<file path="src/rtl/wptr_full_ctrl_pkg.sv">
// -----------------------------------------------------------------------------
// wptr_full_ctrl_pkg
// Shared constants and pointer-code helpers for the asynchronous FIFO
// write-side logic.
//   ADDR_SIZE_DEFAULT    : default address width (FIFO depth = 2**addr_size)
//   AFULL_MARGIN_DEFAULT : default distance from full at which wafull rises
//   bin_to_gray()        : binary -> reflected Gray code (up to 32 bits)
//   gray_to_bin()        : reflected Gray code -> binary (up to 32 bits)
// The helpers work on 32-bit zero-extended values. Narrower pointers convert
// correctly because leading zeros do not change either code.
// -----------------------------------------------------------------------------
package wptr_full_ctrl_pkg;

  localparam int ADDR_SIZE_DEFAULT    = 4;
  localparam int AFULL_MARGIN_DEFAULT = 2;

  function automatic logic [31:0] bin_to_gray(input logic [31:0] b);
    return b ^ (b >> 1);
  endfunction

  function automatic logic [31:0] gray_to_bin(input logic [31:0] g);
    logic [31:0] b;
    b[31] = g[31];
    for (int i = 30; i >= 0; i--) begin
      b[i] = b[i+1] ^ g[i];
    end
    return b;
  endfunction

endpackage

</file>
<file path="src/rtl/wptr_full_ctrl_gray2bin.sv">
// -----------------------------------------------------------------------------
// gray2bin
// Purely combinational Gray-to-binary converter.
//   Parameter width : code width in bits
//   gray_i [width]  : Gray-coded input
//   bin_o  [width]  : binary equivalent
// -----------------------------------------------------------------------------
module gray2bin #(
  parameter int width = 5
) (
  input  logic [width-1:0] gray_i,
  output logic [width-1:0] bin_o
);

  // Each binary bit is the XOR of its own Gray bit and every more-significant
  // Gray bit.
  for (genvar gi = 0; gi < width; gi++) begin : g_bit
    assign bin_o[gi] = ^gray_i[width-1:gi];
  end

endmodule

</file>
<file path="src/rtl/wptr_full_ctrl.sv">
// -----------------------------------------------------------------------------
// wptr_full_ctrl
// Write-domain pointer and full/almost-full logic of an asynchronous FIFO.
// Optional feature macro: WOVF_FLAG_EN (adds the sticky overflow flag wovf).
//
// Parameters
//   addr_size    : address width, FIFO depth = 2**addr_size (>= 2)
//   afull_margin : wafull asserts at fill level >= depth - afull_margin
// Ports
//   wclk   in  : write clock, all state changes on its rising edge
//   wrst   in  : asynchronous active-low reset
//   winc   in  : write request, ignored while wfull is high
//   r_sync in  : Gray read pointer, already synchronized into wclk
//   wfull  out : FIFO full (registered)
//   wafull out : FIFO almost full (registered)
//   wptr   out : Gray write pointer for the read-domain synchronizer
//   waddr  out : RAM write address (low bits of the binary pointer)
//   wlevel out : fill level as seen from the write side (registered)
//   wovf   out : sticky overflow flag (only with WOVF_FLAG_EN)
// -----------------------------------------------------------------------------
module wptr_full_ctrl
  import wptr_full_ctrl_pkg::*;
#(
  parameter int addr_size    = ADDR_SIZE_DEFAULT,
  parameter int afull_margin = AFULL_MARGIN_DEFAULT
) (
  input  logic                 wclk,
  input  logic                 wrst,
  input  logic                 winc,
  input  logic [addr_size:0]   r_sync,
  output logic                 wfull,
  output logic                 wafull,
  output logic [addr_size:0]   wptr,
  output logic [addr_size-1:0] waddr,
  output logic [addr_size:0]   wlevel
`ifdef WOVF_FLAG_EN
  ,
  output logic                 wovf
`endif
);

  localparam int DEPTH = 1 << addr_size;
  localparam logic [addr_size:0] AFULL_THRESH = (addr_size+1)'(DEPTH - afull_margin);

  if (addr_size < 2) begin : g_bad_addr_size
    $error("wptr_full_ctrl: addr_size must be at least 2");
  end
  if (afull_margin < 1 || afull_margin > DEPTH - 1) begin : g_bad_margin
    $error("wptr_full_ctrl: afull_margin must be in 1..depth-1");
  end

  logic [addr_size:0] wbin_q,   wbin_d;
  logic [addr_size:0] wptr_q,   wptr_d;
  logic [addr_size:0] wlevel_q, wlevel_d;
  logic               wfull_q,  wfull_d;
  logic               wafull_q, wafull_d;
  logic [addr_size:0] rbin_s;
  logic [addr_size:0] full_code;
  logic               wr_accept;

  gray2bin #(
    .width (addr_size + 1)
  ) u_rsync_g2b (
    .gray_i (r_sync),
    .bin_o  (rbin_s)
  );

  assign wr_accept = winc & ~wfull_q;
  assign wbin_d    = wbin_q + {{addr_size{1'b0}}, wr_accept};
  assign wptr_d    = (wbin_d >> 1) ^ wbin_d;

  // Full when the write pointer has lapped the read pointer once: in Gray code
  // that is the read pointer with its two MSBs inverted and the rest equal.
  assign full_code = {~r_sync[addr_size:addr_size-1], r_sync[addr_size-2:0]};
  assign wfull_d   = (wptr_d == full_code);

  // Level uses the post-write pointer, so a write and a read in the same cycle
  // cancel without any priority logic. Modulo arithmetic handles wrap.
  assign wlevel_d  = wbin_d - rbin_s;
  assign wafull_d  = (wlevel_d >= AFULL_THRESH);

  always_ff @(posedge wclk or negedge wrst) begin
    if (!wrst) begin
      wbin_q   <= '0;
      wptr_q   <= '0;
      wlevel_q <= '0;
      wfull_q  <= 1'b0;
      wafull_q <= 1'b0;
    end else begin
      wbin_q   <= wbin_d;
      wptr_q   <= wptr_d;
      wlevel_q <= wlevel_d;
      wfull_q  <= wfull_d;
      wafull_q <= wafull_d;
    end
  end

  assign wfull  = wfull_q;
  assign wafull = wafull_q;
  assign wptr   = wptr_q;
  assign wlevel = wlevel_q;
  assign waddr  = wbin_q[addr_size-1:0];

`ifdef WOVF_FLAG_EN
  logic wovf_q, wovf_d;

  // Sticky: any write attempt against a full FIFO sets it until reset.
  assign wovf_d = wovf_q | (winc & wfull_q);

  always_ff @(posedge wclk or negedge wrst) begin
    if (!wrst) begin
      wovf_q <= 1'b0;
    end else begin
      wovf_q <= wovf_d;
    end
  end

  assign wovf = wovf_q;
`endif

endmodule

</file>
<file path="config.mk">
export PLATFORM = sky130hd
export DESIGN_NAME = wptr_full_ctrl
export DESIGN_NICKNAME = d
export VERILOG_FILES = /design/src/rtl/wptr_full_ctrl_pkg.sv /design/src/rtl/wptr_full_ctrl_gray2bin.sv /design/src/rtl/wptr_full_ctrl.sv
export SDC_FILE = /design/constraint.sdc
export NUM_CORES = 1
export LEC_CHECK = 0
export BUFFER_PORTS_ARGS = -buffer_cell sky130_fd_sc_hd__buf_2
export CAP_MARGIN = 20
export CORE_MARGIN = 8
export CORE_UTILIZATION = 26
export DETAILED_ROUTE_END_ITERATION = 12
export HOLD_SLACK_MARGIN = 0.03
export SETUP_SLACK_MARGIN = 0.3
export SKIP_LAST_GASP = 1
export SYNTH_ARGS = -nofsm -noshare
export SYNTH_HDL_FRONTEND = slang
export SYNTH_SLANG_ARGS = --single-unit
</file>
<file path="constraint.sdc">
create_clock -name wclk -period 5.25 [get_ports wclk]
set_input_delay 0.7875 -clock wclk [delete_from_list [all_inputs] [get_ports wclk]]
set_output_delay 0.7875 -clock wclk [all_outputs]
set_load 0.05 [all_outputs]
</file>
== Word level (Yosys, flattened, before mapping) ==
Index checks and enable logic that the tools add are counted.

* Memory bits (read-only): 0
* Register bits: 17
* Memories kept: 0
* Memory bits (writable): 0
* Input bits: 8
* Logic and storage cells: 17
* Latch bits: 0
* Output and inout bits: 16

* Divide/modulo/power cells: 0
* $lt $le $gt $ge: 1
* Shift operators: 0
* Reductions and logical operators: 4
* $add $sub $neg: 2
* Equal/unequal tests: 1
* Bitwise logic cells: 4
* Multiplexer cells: 0
* Multiply operators: 0

{| class="wikitable"
|+ Operators with widths
! cell !! count
|-
| $add A5 B1 Y5 || 1
|-
| $eq A5 B5 Y1 || 1
|-
| $ge A5 B4 Y1 const B || 1
|-
| $reduce_xor A5 Y1 || 1
|-
| $sub A5 B5 Y5 || 1
|-
| $xor A4 B5 Y5 || 1
|-
| $reduce_xor A4 Y1 || 1
|-
| $reduce_xor A3 Y1 || 1
|-
| $not A2 Y2 || 1
|-
| $reduce_xor A2 Y1 || 1
|-
| $and A1 B1 Y1 || 1
|-
| $not A1 Y1 || 1
|}

== Logic depth before layout (Yosys ltp) ==
Gate-level depths: netlist of the first run.

* Word-level depth: 5
* Mapped depth: 11
* Depth with buffers taken out: 11

== Cells and area by module ==
A second synthesis of the first run with hierarchy kept.

* Cell total of the unflattened synthesis: 75
* Area total of the unflattened synthesis: 914.6 µm²

{| class="wikitable"
|+ Modules (own cells, without submodules)
! module !! cells an instance !! instances !! area each (µm²) !! sequential area each (µm²)
|-
| wptr_full_ctrl || 69 || 1 || 842.1 || 400.4
|-
| gray2bin || 6 || 1 || 72.6 || 0.0
|}

== Worst setup path after synthesis of the first run ==
No wires, ideal clock.

* Kind: input -> register
* Start: in r_sync[4]
* End: reg wafull_q, in the netlist wafull
* Required time: 5130 ps
* Path buffers: 0
* Arrival time: 2964 ps
* Setup slack: 2166 ps
* Stages: 10
* Library setup time: 120 ps
* Cells stage by stage: xor2_1 -> xnor2_1 -> xor2_1 -> xnor2_1 -> ha_1 -> fa_1 -> nor4b_1 -> a221oi_2 -> xnor2_1 -> a31o_1

* Longest elaborated chain between the ends: 3
* Elaborated cells between the ends (all ways): 6
* Classes of those cells: add/sub (1); order compare (1); reduce/logical (4)

{| class="wikitable"
|+ RTL lines
! item !! line !! text
|-
| start: declaration || wptr_full_ctrl.sv:30 || <nowiki>input logic [addr_size:0] r_sync,</nowiki>
|-
| $reduce_xor A5 Y1, or another cell as far along || wptr_full_ctrl_gray2bin.sv:18 || <nowiki>assign bin_o[gi] = ^gray_i[width-1:gi];</nowiki>
|-
| $sub A5 B5 Y5 * || wptr_full_ctrl.sv:79 || <nowiki>assign wlevel_d = wbin_d - rbin_s;</nowiki>
|-
| named net wlevel_d[4] || wptr_full_ctrl.sv:54 || <nowiki>logic [addr_size:0] wlevel_q, wlevel_d;</nowiki>
|-
| $ge A5 B4 Y1 * || wptr_full_ctrl.sv:80 || <nowiki>assign wafull_d = (wlevel_d >= AFULL_THRESH);</nowiki>
|-
| named net wafull_d || wptr_full_ctrl.sv:56 || <nowiki>logic wafull_q, wafull_d;</nowiki>
|-
| end signal: assignment || wptr_full_ctrl.sv:94 || <nowiki>wafull_q <= wafull_d;</nowiki>
|-
| end: declaration || wptr_full_ctrl.sv:56 ||
|}

Mark *: on every way through the listed nets, which the timed path passes. The rest lies on a longest branch.

== Final worst setup path of the first run ==
Ends and elaborated chain as after synthesis.

==> results.py, run 1 <==
metrics = {
    "run_status": {
        "status": "finished clean",
    },
    "clock_tree": {
        "cts_buffers": 3,
        "clk-insertion-delay-late_ns": 0.27,
        "clockRootBuffer": "clkbuf_4",
        "clockBufferDepth": 2,
        "h-tree-depth": 1,
        "cts_hold_buf": 0,
        "cts_resized": 0,
        "cts.sinks": 16,
        "cts_tree": "yes",
        "clkTransAtPathRegs_ns": 0.09,
        "post_cts_buffers": 0,
    },
    "critical_path": {
        "cp.required_ns": 5.42,
        "critPathLaunchType": "input port",
        "worstSetupEndpointType": "flop",
        "worstPathArrival_ns": 3.29,
        "reg2reg_from": "wbin_q[0]$_DFF_PN0_",
        "cp-startpoint": "r_sync[4]",
        "cp_max_fo": 7,
        "critical_path_class": "in2reg",
    },
    "detailed_routing": {
        "totalWireLength_um": 1860,
        "drt_iter0_drc": 8,
        "viasPerCell": 4.20,
        "ant_nets": 0,
        "drt-wirelength-per-cell_um": 12.8,
        "first_pass_iters": 4,
        "vias": 609,
        "drc": 0,
    },
    "synth": {
        "syn_area_um2": 886,
        "syn-instance-count": 73,
        "ys_warn_count": 0,
        "yosysTopAreaCell": "dfrtp_1",
        "synth_edf_count": 0,
        "yosysSeqAreaShare_pct": 45.2,
        "synth.distinct_cells": 23,
        "ys_ff_latch": 16,
        "yosys.area.top_type_share_pct": 45.2,
        "syn_nets": 87,
        "syn_area_per_cell_um2": 12.1,
        "yosys.cell_count.top_type": "dfrtp_1",
        "yosys-top-cells-area": "dfrtp_1, xnor2_1, ha_1",
        "synth_flop_cell": "dfrtp_1",
        "synth_common_cells": "dfrtp_1, xnor2_1, inv_1",
        "async_flop_share_pct": 100,
    },
    "timing": {
        "grt_setup_unrepaired": "false",
        "worst_slew_pin_slew_ns": 0.533,
        "slew_headroom_pct": 64.3,
        "finalSetupViolations": 0,
        "timing.final.crit_share_pct": 59.3,
        "period_needed_ns": 3.12,
        "slew_violations": 0,
        "fmax_ghz": 0.321,
        "finClkSkew_ns": 0.00152,
        "finalSetupTns_ns": 0,
        "finalHoldViolCount": 0,
    },
    "placed_design": {
        "dp.final_hpwl_um": 1550,
        "gp_congestion": 0.740,
        "place_inst": 142,
        "portBuffers": 23,
    },
    "die": {
        "coreArea_um2": 3310,
        "initial_core_util_pct": 26.8,
        "die_area_um2": 5530,
        "die_h_um": 74.4,
        "io_pins": 24,
        "rows": 21,
        "dieWidth_um": 74.4,
    },
    "global_route": {
        "grt.overflow.total": 0,
        "met3_usage_pct": 1.89,
        "antenna_found_initial": 0,
        "grt_pass1_wl_um": 2940,
        "busiest_layer": "met2",
        "grt_util_met1_pct": 8.56,
        "track_usage_pct": 7.04,
        "grt_use_met2_pct": 10.6,
        "grt_pass1_vias": 630,
        "grt_max_degree": 17,
    },
    "min_path": {
        "hold_path.class": "in2async",
    },
    "final_layout": {
        "diodes": 0,
        "fill_cells": 351,
        "drive_gt1_share_pct": 30.3,
        "finalNonFillerCells": 145,
        "syn2layout_area_growth_pct": 22.0,
        "fin_nets": 115,
    },
    "flow_run": {
        "maxCapViolations": 0,
    },
}
[metal layers]
metal / wire, um / vias up
met5: 0 / -
met1: 796 / 294
met4: 34 / 0
met2: 866 / 15
met3: 158 / 2
li1: - / 298
[through the flow]
step / hold WS (ns) / instance area (um2) / utilization, % / setup slack, ns
after global routing: 0.418 / 1080 / 32.7 / 1.94
after global placement: 0.605 / 1060 / 32.0 / 1.88
after floorplan: 0.492 / 886 / - / 2.17
final: 0.401 / 1080 / 32.7 / 2.13
after detailed placement: 0.630 / 1060 / 32.0 / 1.82
after CTS: 0.406 / 1080 / 32.7 / 2.12
[cell type report]
| class | instances | area, um2 | area share, % |
|---|---|---|---|
| Sequential cell | 16 | 400 | 37.0 |
| Timing Repair Buffer | 23 | 115 | 10.6 |
| Tap cell | 46 | 57.6 | 5.32 |
| Inverter | 9 | 33.8 | 3.12 |
| Multi-Input combinational cell | 48 | 452 | 41.8 |
| Clock buffer | 3 | 22.5 | 2.08 |
[path summary, 6_finish.rpt]
check	to	slack [ns]	depth (start not counted)
min in group wclk	wbin_q[0]$_DFF_PN0_	0.65	2
max reg2reg	wafull$_DFF_PN0_	2.55	10
min	wptr[3]$_DFF_PN0_	0.40	1
min reg2reg	wbin_q[0]$_DFF_PN0_	0.65	2
max	wafull$_DFF_PN0_	2.13	11
max in group asynchronous	wfull$_DFF_PN0_	4.59	1
[flip-flops by register name, indices dropped and copies added (netlist names)]
register  flops
wfull         1
wlevel        5
wafull        1
wptr          4
wbin_q        5
[worst max-delay path, cell delays in order]
cell and delay, ns:
buf_2 0.15, xor2_1 0.28, xnor2_1 0.20, xor2_1 0.29
xnor2_1 0.10, ha_1 0.22, fa_1 0.45, nor4b_1 0.31
a221oi_2 0.12, xnor2_1 0.17, a31o_1 0.19
[kinds of logic (layout without fill, tap and decap cells)]
family / count (synthesis) / after routing / share of synthesized area (%)
adders and majority gates: 6 / 6 / 9.32
buffers and inverters: 9 / 35 / 3.81
AOI/OAI and AO/OA: 8 / 8 / 8.76
DFF: 16 / 16 / 45.2
xor gates and xnor gates: 21 / 21 / 23.2
and+or+nand+nor: 13 / 13 / 9.75
[cells in the final DEF, fill, tap and decap left out]
cell type and n:
dfrtp_1 16, clkbuf_4 3, fa_1 1, buf_2 23, a22oi_1 1, xnor2_1 13
a31o_1 1, inv_1 9, ha_1 5, nand2b_1 1, xnor2_2 1, xnor3_1 1
and3b_1 1, a211o_1 1, xor2_1 6, a211oi_1 1, nor2b_1 2, a21o_1 1
nand3_1 3, o211ai_1 1, or3_1 2, a221oi_2 2, nor3b_1 2, and3_2 1
nor4b_1 1
Power of run 1 is left out: the tool's default activity adds up to more than one toggle a clock period on the data nets, which glitch-free logic cannot reach.
==> inputs of run 2 (changes only) <==
--- a/config.mk
+++ b/config.mk
@@ -5,6 +5,7 @@
 export SDC_FILE = /design/constraint.sdc
 export NUM_CORES = 1
 export LEC_CHECK = 0
+export ABC_AREA = 1
 export BUFFER_PORTS_ARGS = -buffer_cell sky130_fd_sc_hd__buf_2
 export CAP_MARGIN = 20
 export CORE_MARGIN = 8
==> constraint.sdc (replaced) <==
create_clock -name wclk -period 3.1 [get_ports wclk]
set_input_delay 0.465 -clock wclk [delete_from_list [all_inputs] [get_ports wclk]]
set_output_delay 0.465 -clock wclk [all_outputs]
set_load 0.05 [all_outputs]
==> results.py, run 2 <==
metrics = {
    "detailed_routing": {
        "drt-wirelength-per-cell_um": 10.4,
        "ant_nets": 0,
        "totalWireLength_um": 2220,
        "viasPerCell": 4.13,
        "wl_met3_um": 108,
        "vias": 880,
        "drc": 0,
        "drt-met1-wl_um": 1030,
        "wl_met2_um": 1040,
        "top_layer_used": "met4",
        "first_pass_iters": 4,
        "drt_iter0_drc": 23,
    },
    "timing": {
        "fmax_ghz": 0.463,
        "worst_slew_pin_slew_ns": 0.357,
        "finalSetupTns_ns": 0,
        "finClkSkew_ns": 0.00109,
        "grt_setup_unrepaired": "false",
        "slew_violations": 0,
        "period_needed_ns": 2.16,
        "finalHoldViolCount": 0,
        "slew_headroom_pct": 76.2,
        "finalSetupViolations": 0,
        "timing.final.crit_share_pct": 69.7,
    },
    "final_layout": {
        "diodes": 0,
        "final_common_cell": "nand2_1",
        "layout_common_cells": "nand2_1, inv_1, buf_2, nand3_1, dfrtp_1",
        "fin_nets": 179,
        "fill_cells": 428,
        "drive_gt1_share_pct": 25.2,
        "syn2layout_area_growth_pct": 20.9,
    },
    "global_route": {
        "grt_max_degree": 17,
        "track_usage_pct": 7.44,
        "grt.overflow.total": 0,
        "grt_pass1_wl_um": 3750,
        "antenna_found_initial": 0,
        "grt_pass1_vias": 871,
    },
    "clock_tree": {
        "post_cts_buffers": 0,
        "clkTransAtPathRegs_ns": 0.06,
        "clockBufferDepth": 2,
        "h-tree-depth": 1,
        "cts_hold_buf": 0,
        "cts_tree": "yes",
        "clockRootBuffer": "clkbuf_8",
        "clk-insertion-delay-late_ns": 0.25,
        "cts.sinks": 16,
        "cts_buffers": 3,
        "cts_resized": 0,
    },
    "synth": {
        "ys_ff_latch": 16,
        "synth_top_family_by_area": "simple AND/OR/NAND/NOR gates",
        "yosysSeqAreaShare_pct": 38.3,
        "yosysTopAreaCell": "dfrtp_1",
        "yosys.cell_count.top_type": "nand2_1",
        "synth_common_cells": "nand2_1, inv_1, nand3_1",
        "synth_flop_cell": "dfrtp_1",
        "synth_compound_area_share_pct": 0.957,
        "synthMuxAreaShare_pct": 0,
        "yosys-top-cells-area": "dfrtp_1, nand2_1, nand3_1",
        "syn_area_um2": 1050,
        "synth_xor_area_share_pct": 4.31,
        "synth.distinct_cells": 17,
        "yosys.area.top_type_share_pct": 38.3,
        "synth_edf_count": 0,
        "ys_warn_count": 0,
        "async_flop_share_pct": 100,
        "syn_area_per_cell_um2": 7.64,
        "syn_nets": 151,
        "syn-instance-count": 137,
        "synth_fa_ha_area_share_pct": 7.89,
        "synth_simple_gate_area_share_pct": 39.6,
    },
    "die": {
        "io_pins": 24,
        "dieWidth_um": 79.4,
        "rows": 23,
        "coreArea_um2": 3940,
        "die_h_um": 79.4,
        "initial_core_util_pct": 26.5,
        "die_area_um2": 6310,
    },
    "critical_path": {
        "worstSetupEndpointType": "flop",
        "critical_path_class": "in2reg",
        "critPathLaunchType": "input port",
        "cp_max_fo": 4,
        "cp.required_ns": 3.24,
        "worstPathArrival_ns": 2.30,
    },
    "placed_design": {
        "portBuffers": 23,
        "gp_congestion": 0.781,
        "dp.final_hpwl_um": 1890,
    },
    "flow_run": {
        "maxCapViolations": 0,
    },
    "min_path": {
        "hold_path.class": "in2async",
    },
    "run_status": {
        "status": "finished clean",
    },
}
[run 2: cell types whose count changed in the layout (fill, tap and decap cells not counted), sizes merged, moves of 3 or more]
cell,change
inv,+16
nand3,+19
xnor2,-14
xor2,-3
nand2,+56
nor2,+5
[run 2: path summary, 6_finish.rpt]
| path | start | endpoint | slack [ns] | cells past startpoint |
|---|---|---|---|---|
| max in group asynchronous | wrst | wlevel[4]$_DFF_PN0_ | 2.72 | 1 |
| worst max register to register | wfull$_DFF_PN0_ | wlevel[3]$_DFF_PN0_ | 1.06 | 11 |
| worst min-delay path | wrst | wptr[3]$_DFF_PN0_ | 0.12 | 1 |
| worst min register to register | wbin_q[1]$_DFF_PN0_ | wbin_q[1]$_DFF_PN0_ | 0.66 | 1 |
| worst max-delay path | r_sync[3] | wafull$_DFF_PN0_ | 0.94 | 14 |
| min in group wclk | r_sync[2] | wfull$_DFF_PN0_ | 0.59 | 4 |
[run 2: kinds of logic after synthesis]
logic type      after synthesis
fa+ha+maj                     6
xor+xnor                      3
flops                        16
simple gates                 85
compound gates                2
buf+inv                      25
[run 2: per-stage QoR]
step	hold WS, ns	area (um2)	instances	util (%)	setup WS, ns
3_3_place_gp	0.395	1220	210	31.0	0.708
2_1_floorplan	0.169	1050	137	-	0.878
6_report	0.120	1260	213	32.1	0.938
3_5_place_dp	0.399	1220	210	31.0	0.673
5_1_grt	0.148	1260	213	32.1	0.768
4_1_cts	0.132	1260	213	32.1	0.927
[run 2: critical path, stage by stage]
cell and delay (ns):
buf_2 0.12, inv_2 0.06, nand2_4 0.09, nand2_4 0.06
nand2_4 0.07, nand2_4 0.07, xor2_4 0.16, xor2_1 0.15
ha_1 0.22, fa_1 0.42, xor2_1 0.20, nor2_1 0.07
nand3_1 0.09, nand2_1 0.05
[run 2: layer usage]
metal	vias up	global-route usage, %
li1	473	-
met1	382	8.59
met5	-	0
met3	5	2.14
met2	20	12.4
met4	0	3.33
[run 2: cell type report]
| type | count | area (um2) | area share (%) |
|---|---|---|---|
| multi-input cells | 96 | 552 | 43.6 |
| flip-flops and latches | 16 | 400 | 31.7 |
| repair buffers | 23 | 115 | 9.10 |
| inverters | 25 | 93.8 | 7.42 |
| well taps | 50 | 62.6 | 4.95 |
| clock buffers | 3 | 41.3 | 3.26 |
Power of run 2 is left out for the same reason.
==> inputs of run 3 (changes only) <==
==> constraint.sdc (replaced) <==
create_clock -name wclk -period 2.15 [get_ports wclk]
set_input_delay 0.3225 -clock wclk [delete_from_list [all_inputs] [get_ports wclk]]
set_output_delay 0.3225 -clock wclk [all_outputs]
set_load 0.05 [all_outputs]
==> results.py, run 3 (synthesis gave the netlist of run 2 again) <==
metrics = {
    "die": {
        "dieWidth_um": 79.4,
        "coreArea_um2": 3940,
        "die_h_um": 79.4,
        "die_area_um2": 6310,
        "initial_core_util_pct": 26.5,
        "io_pins": 24,
        "rows": 23,
    },
    "placed_design": {
        "portBuffers": 23,
        "dp_slack_ns": -0.0362,
        "gp_congestion": 0.780,
        "placed_cell_area_um2": 1330,
        "dp.final_hpwl_um": 1900,
    },
    "run_status": {
        "status": "finished clean",
    },
    "detailed_routing": {
        "first_pass_iters": 4,
        "vias": 956,
        "drt-wirelength-per-cell_um": 10.4,
        "viasPerCell": 4.23,
        "ant_nets": 0,
        "totalWireLength_um": 2360,
        "drc": 0,
        "drt_iter0_drc": 23,
    },
    "critical_path": {
        "crit_buf_inv": 2,
        "cp.required_ns": 2.29,
        "worstSetupEndpointType": "flop",
        "cp-startpoint": "r_sync[3]",
        "critPathMostFrequentCell": "nand2_4",
        "reg2reg_from": "wbin_q[0]$_DFF_PN0_",
        "critPathSlowestCell": "fa_2",
        "cp_max_fo": 3,
        "critPathLaunchType": "input port",
        "worstPathArrival_ns": 2.00,
        "cp_top_family": "simple AND/OR/NAND/NOR gates",
        "critical_path_class": "in2reg",
        "worstPathCellList": "buf_12 > nand2_4 > nand2_4 > nand2_4 > nand2_4 > xor2_4 > xor2_1 > ha_2 > fa_2 > inv_2 > nand3_2 > nand2_1 > nand2_1 > nand2_2 > nand2_1",
        "slowest_delay_ns": 0.39,
    },
    "flow_run": {
        "maxCapViolations": 0,
    },
    "timing": {
        "slew_violations": 0,
        "worst_slew_pin_slew_ns": 0.356,
        "fin_ws_ns": 0.291,
        "fmax_ghz": 0.538,
        "finClkSkew_ns": 0.00130,
        "finalHoldViolCount": 0,
        "finalSetupViolations": 0,
        "finalSetupTns_ns": 0,
        "grt_setup_unrepaired": "true",
        "timing.final.crit_share_pct": 86.5,
        "slew_headroom_pct": 76.3,
        "period_needed_ns": 1.86,
    },
    "min_path": {
        "hold_path.class": "in2reg",
        "min-delay-start": "r_sync[2]",
    },
    "final_layout": {
        "fin_util_pct": 38.3,
        "final_common_cell": "nand2_1",
        "final_area_um2": 1510,
        "diodes": 0,
        "layout_common_cells": "nand2_1, buf_2, inv_1, nand3_1, dfrtp_1",
        "drive_gt1_share_pct": 43.8,
        "fin_nets": 191,
        "syn2layout_area_growth_pct": 44.3,
    },
    "global_route": {
        "grt_max_degree": 17,
        "grt_pass1_vias": 987,
        "grt_pass1_wl_um": 4200,
        "antenna_found_initial": 0,
        "track_usage_pct": 8.23,
        "grt.overflow.total": 0,
    },
    "clock_tree": {
        "h-tree-depth": 1,
        "clockRootBuffer": "clkbuf_8",
        "cts.sinks": 16,
        "cts_buffers": 3,
        "clk-insertion-delay-late_ns": 0.25,
        "clockBufferDepth": 2,
        "clkTransAtPathRegs_ns": 0.07,
        "cts_tree": "yes",
    },
}
[run 3: cell count changes in the layout (fill, tap and decap cells not counted), moves of 3 or more]
cell,before,now
nor2_2,0,4
dfrtp_1,16,13
nor2_1,5,1
dfrtp_2,0,3
nand2_1,46,42
inv_1,23,18
buf_4,0,11
ha_1,5,2
[run 3: per-stage QoR]
| step | cells | hold slack, ns |
|---|---|---|
| global placement | 215 | 0.254 |
| finish | 226 | 0.440 |
| detailed placement | 215 | 0.265 |
| floorplan | 137 | 0.0269 |
| global route | 226 | 0.474 |
| CTS | 222 | 0.429 |
[run 3: final cells by class]
type                       count  area [um2]
clock buffer                   4        55.1
fill                         415        2430
inverter                      25         109
multi-input combinational     96         649
sequential                    16         404
tap                           50        62.6
timing repair buffer          35         229
[run 3: path summary, 6_finish.rpt]
| path | to | slack (ns) | cells past startpoint |
|---|---|---|---|
| max | wafull$_DFF_PN0_ | 0.29 | 15 |
| min | wfull$_DFF_PN0_ | 0.44 | 4 |
| max reg2reg | wafull$_DFF_PN0_ | 0.33 | 11 |
| min reg2reg | wbin_q[1]$_DFF_PN0_ | 0.64 | 1 |
| max in group asynchronous | wfull$_DFF_PN0_ | 1.35 | 2 |
| min in group asynchronous | wptr[3]$_DFF_PN0_ | 0.52 | 2 |
[run 3: layer usage]
layer,GRT usage [%],part of all wire [%]
met1,8.93,44
met2,14.3,48
met3,2.03,5.6
met4,4.44,1.9
met5,0,0
[run 3: worst reg2reg max path, stage by stage, from the launching register on]
cell     delay, ns
dfrtp_2       0.42
nand3_4       0.11
inv_4         0.04
ha_4          0.29
inv_2         0.06
fa_2          0.42
inv_2         0.07
nand3_2       0.07
nand2_1       0.06
nand2_1       0.06
nand2_2       0.06
nand2_1       0.05
[run 3: repair_timing]
action                                 4_1_cts  5_1_grt
pin swaps                                    3       16
gates resized for setup                      4       18
setup buffers                                2        4
hold buffers                                 1        0
gates cloned                                 0        0
setup endpoints to repair                    2        5
endpoints found under the hold margin       16        0
Power of run 3 is left out for the same reason.
